===== src/rtl/load_hazard_scoreboard.sv =====
// Load-use hazard controller beside the ID stage: a combinational EX-stage check plus a
// per-register countdown scoreboard that covers loads with multi-cycle memory latency.
module load_hazard_scoreboard #(
    parameter int REG_AW   = 5,
    parameter int LOAD_LAT = 1,
    parameter int CNT_W    = 16
) (
    input  logic              clk,
    input  logic              rst_n,
    input  logic              id_ex_memread,
    input  logic              id_ex_valid,
    input  logic [REG_AW-1:0] id_ex_rt,
    input  logic [REG_AW-1:0] if_id_rs,
    input  logic [REG_AW-1:0] if_id_rt,
    input  logic              if_id_use_rs,
    input  logic              if_id_use_rt,
    input  logic              flush,
    input  logic              stall_cnt_clr,
    output logic              stall,
    output logic              pc_write,
    output logic              if_id_write,
    output logic              id_ex_bubble,
    output logic [CNT_W-1:0]  stall_count
);

    localparam int NREG = 2 ** REG_AW;
    localparam int PW   = (LOAD_LAT < 1) ? 1 : $clog2(LOAD_LAT + 1);
    localparam logic [PW-1:0] RELOAD = PW'(LOAD_LAT - 1);

    logic [PW-1:0]    pend_q [NREG];
    logic [PW-1:0]    pend_d [NREG];
    logic [CNT_W-1:0] stall_count_q;
    logic [CNT_W-1:0] stall_count_d;

    logic load_issue;
    logic ex_hazard;
    logic sb_hazard;

    assign load_issue = id_ex_valid & id_ex_memread & (id_ex_rt != '0);

    always_comb begin
        ex_hazard = load_issue &
                    ((if_id_use_rs & (id_ex_rt == if_id_rs)) |
                     (if_id_use_rt & (id_ex_rt == if_id_rt)));
        sb_hazard = (if_id_use_rs & (pend_q[if_id_rs] != '0)) |
                    (if_id_use_rt & (pend_q[if_id_rt] != '0));
        stall     = (ex_hazard | sb_hazard) & ~flush;
    end

    assign pc_write     = ~stall;
    assign if_id_write  = ~stall;
    assign id_ex_bubble = stall;
    assign stall_count  = stall_count_q;

    // A fresh load to a register overrides that register's countdown; r0 never pends.
    always_comb begin
        for (int r = 0; r < NREG; r++) begin
            pend_d[r] = pend_q[r];
            if (pend_q[r] != '0) begin
                pend_d[r] = pend_q[r] - PW'(1);
            end
        end
        if (load_issue) begin
            pend_d[id_ex_rt] = RELOAD;
        end
        pend_d[0] = '0;
    end

    always_comb begin
        stall_count_d = stall_count_q;
        if (stall_cnt_clr) begin
            stall_count_d = '0;
        end else if (stall && (stall_count_q != '1)) begin
            stall_count_d = stall_count_q + CNT_W'(1);
        end
    end

    always_ff @(posedge clk or negedge rst_n) begin
        if (!rst_n) begin
            for (int r = 0; r < NREG; r++) begin
                pend_q[r] <= '0;
            end
            stall_count_q <= '0;
        end else begin
            for (int r = 0; r < NREG; r++) begin
                pend_q[r] <= pend_d[r];
            end
            stall_count_q <= stall_count_d;
        end
    end

endmodule


===== config.mk =====
export PLATFORM = sky130hd
export DESIGN_NAME = load_hazard_scoreboard
export DESIGN_NICKNAME = d
export VERILOG_FILES = /design/src/rtl/load_hazard_scoreboard.sv
export SDC_FILE = /design/constraint.sdc
export NUM_CORES = 1
export LEC_CHECK = 0
export ABC_CLOCK_PERIOD_IN_PS = 2500
export BUFFER_PORTS_ARGS = -buffer_cell sky130_fd_sc_hd__buf_2
export CORE_MARGIN = 3
export CORE_UTILIZATION = 40
export DETAILED_ROUTE_END_ITERATION = 7
export PLACE_DENSITY_LB_ADDON = 0.3
export SLEW_MARGIN = 20
export SYNTH_ARGS = -nofsm -noshare
export SYNTH_HDL_FRONTEND = slang
export SYNTH_SLANG_ARGS = --single-unit

===== constraint.sdc =====
create_clock -name clk -period 2.5 [get_ports clk]
set_input_delay 0.125 -clock clk [delete_from_list [all_inputs] [get_ports clk]]
set_output_delay 0.125 -clock clk [all_outputs]
set_load 0.02 [all_outputs]

==> flow_summary.toml <==
[run_status]
status = "completed"

[clock_network]
root_buffer = "clkbuf_4"
cts_max_level = 1
cts.clk_slew.worst_paths_ns = 0.10
clk_latency_ns = 0.29
cts_tree = "yes"
cts_buffers = 3
cts_resized = 0
cts_max_path_buffers = 2
clock_sinks = 16

[synth]
ys_ff_latch = 16
synth_cell_types = 39
synth_area_per_cell_sq_um = 9.319
yosys_warnings = 0
synth_edf_count = 0
syn_area_sq_mm = 0.001165
ys_async_sr_fraction = 1.000
synth_nets = 149
synth_top_cells_by_area = "dfrtp_1, xor2_1, a21oi_1, o31ai_1, or4_1"
yosysSeqAreaShare = 0.3437
synthFlopType = "dfrtp_1"
postSynthCellCount = 125
yosysTopAreaCellShare = 0.3437
synth_top_cell_by_area = "dfrtp_1"

[layout]
drive_gt1_frac = 0.3554
nNetsFinal = 191
largest_reg_flops = 16
fillers = 267
area_delta_synth_final_pct = 21.05
antenna_cells = 0
layout_commonest_cell = "buf_2"
final_cell_mix = "buf_2, dfrtp_1, a21oi_1"

[power]
seqPwrFrac = 0.518
p_leak_nw = 0.6467
switching_power_mw = 0.1251
p_int_mw = 0.3751
power.share.clock = 0.352
ir_worst_vdd_mv = 0.2392
p_comb_frac = 0.130
p_sw_frac = 0.2501
powerDensity_mw_per_mm2 = 354.8

[place]
place.gp.congestion = 0.7573
dp_hpwl_microns = 2127
io_buffers = 42

[route]
vias_per_cell = 5.663
drc_errors = 0
wirelength_microns = 2862
num_vias = 1110
drt_pass1_iterations = 4
drt_iter0_markers = 56
wire_per_inst_microns = 14.60
ant_nets = 0

[global_route]
grt_pass1_wl_microns = 4505
grt_overflow = 0
track_usage = 0.1641
grt_max_degree = 28
antenna_found_initial = 0
grt_pass1_vias = 1058

[sta]
fin_crit_sh = 0.8163
setup_tns_ns = 0
final.setup_skew_ns = 0.003935
fmax_ghz = 0.4900
hold_viol_final = 0
slew_headroom = 0.4767
setup_viol = 0
worst_pin_slew_ns = 0.7849
holdWs_ns = 0.2249
rsz0062_at_grt = "no"
slew_violations = 0
min_period_ns = 2.041

[setup_path]
arrival_ns = 2.23
setup.worst_path.end_class = "flop"
rr_startpoint = "stall_count[0]"
crit_required_ns = 2.69
startpoint_type = "flop"
path_cells = "ha_1 > nand4_1 > or4_4 > nand2_4 > nor3_2 > mux2_4"
reg2reg_slack_ns = 0.46
cp-startpoint = "stall_count[0]"
crit_slowest_cell = "or4_4"
crit_path_end = "stall_count[8]"
r2r-end = "stall_count[8]"
r2r_cells = 6
worstPathMaxFanout = 14
worstSetupPathType = "flop to flop"
max_stage_delay_ns = 0.60

[floorplanning]
die_y_microns = 59.97
ioPinCount = 43
floorplan.initialDensity = 0.4459
num_rows = 18
core_sq_mm = 0.002613
dieArea_sq_mm = 0.003596
die_x_microns = 59.97

[run]
drv_cap = 0

[min_path]
holdCritPathClass = "input port to flop"
-- Yosys cell counts (2+ instances only) --
master	number
or3_1	4
dfrtp_1	16
mux2_4	3
nor3_2	2
nand4_1	4
and3_1	3
a21oi_1	12
nor2_1	6
xnor2_1	2
inv_1	3
o31ai_1	7
nand2_1	4
nor2b_1	3
xor2_1	8
nand3_1	10
buf_4	2
buf_2	2
and2_1	2
nand2b_1	2
o21ai_0	5
or4_1	7
-- through the flow --
step / utilization / setup slack [ns] / cells / cell area (sq um) / power (mW)
5_1_grt: 0.5398 / 0.3363 / 196 / 1410 / 0.5268
6_report: 0.5398 / 0.4592 / 196 / 1410 / 0.5002
3_5_place_dp: 0.5177 / 0.3931 / 190 / 1353 / 0.3271
3_3_place_gp: 0.5177 / 0.4833 / 190 / 1353 / 0.3250
4_1_cts: 0.5354 / 0.4399 / 195 / 1399 / 0.5071
2_1_floorplan: - / 0.4627 / 125 / 1165 / 0.2998
-- how the worst min path moves through the flow --
stage	cells past startpoint	to	startpoint	slack, ns
global placement	1	stall_count[10]	rst_n	0.06
global route	2	stall_count[7]	stall_cnt_clr	0.23
finish	2	stall_count[7]	stall_cnt_clr	0.22
detailed placement	1	stall_count[10]	rst_n	0.06
CTS	2	stall_count[7]	stall_cnt_clr	0.22
floorplan	0	stall_count[0]	rst_n	-0.17
-- metal layers --
metal / global-route usage / up-vias / share of wire
met3: 0.04536 / 0 / 0.057
met5: 0 / - / 0
met2: 0.2747 / 26 / 0.50
met4: 0.04747 / 0 / 0
met1: 0.2048 / 533 / 0.44
li1: - / 551 / -
-- power by group through the flow --
| stage | sequential [mW] | combinational (mW) | clock (mW) |
|---|---|---|---|
| floorplan | 0.264 | 0.0354 | 0 |
| global placement | 0.264 | 0.0609 | 0 |
| finish | 0.259 | 0.0651 | 0.176 |
| global route | 0.259 | 0.0724 | 0.195 |
| detailed placement | 0.264 | 0.0629 | 0 |
| CTS | 0.259 | 0.0645 | 0.183 |
-- critical path: cells and delay by family, from the launching register on --
family,cells,cell delay [ns]
adder cells (fa/ha/maj),1,0.22
multiplexers,1,0.33
flip-flops,1,0.43
AND/OR/NAND/NOR,4,0.97
-- kinds of logic (layout without fill, tap and decap cells) --
family,Yosys count,after routing,share of synthesized area
flip-flops,16,16,0.3437
buffers and inverters,10,51,0.06122
AO/OA/AOI/OAI,27,27,0.1461
AND/OR/NAND/NOR,57,57,0.3158
adder cells (fa/ha/maj),1,1,0.01074
multiplexers,4,4,0.04726
XOR/XNOR,10,10,0.07519
-- final cells by class --
cell class / count / area, sq um / area share
repair buffers: 44 / 231.5 / 0.1642
inverters: 3 / 11.26 / 0.007986
clock buffers: 4 / 36.28 / 0.02573
flip-flops and latches: 16 / 400.4 / 0.2839
well taps: 30 / 37.54 / 0.02662
multi-input cells: 99 / 693.2 / 0.4916
-- repair_timing --
item	in CTS	in global routing
hold buffers	1	0
setup buffers	0	0
endpoints found under the hold margin	16	0
Note: power is estimated with default switching activity, not from simulation.
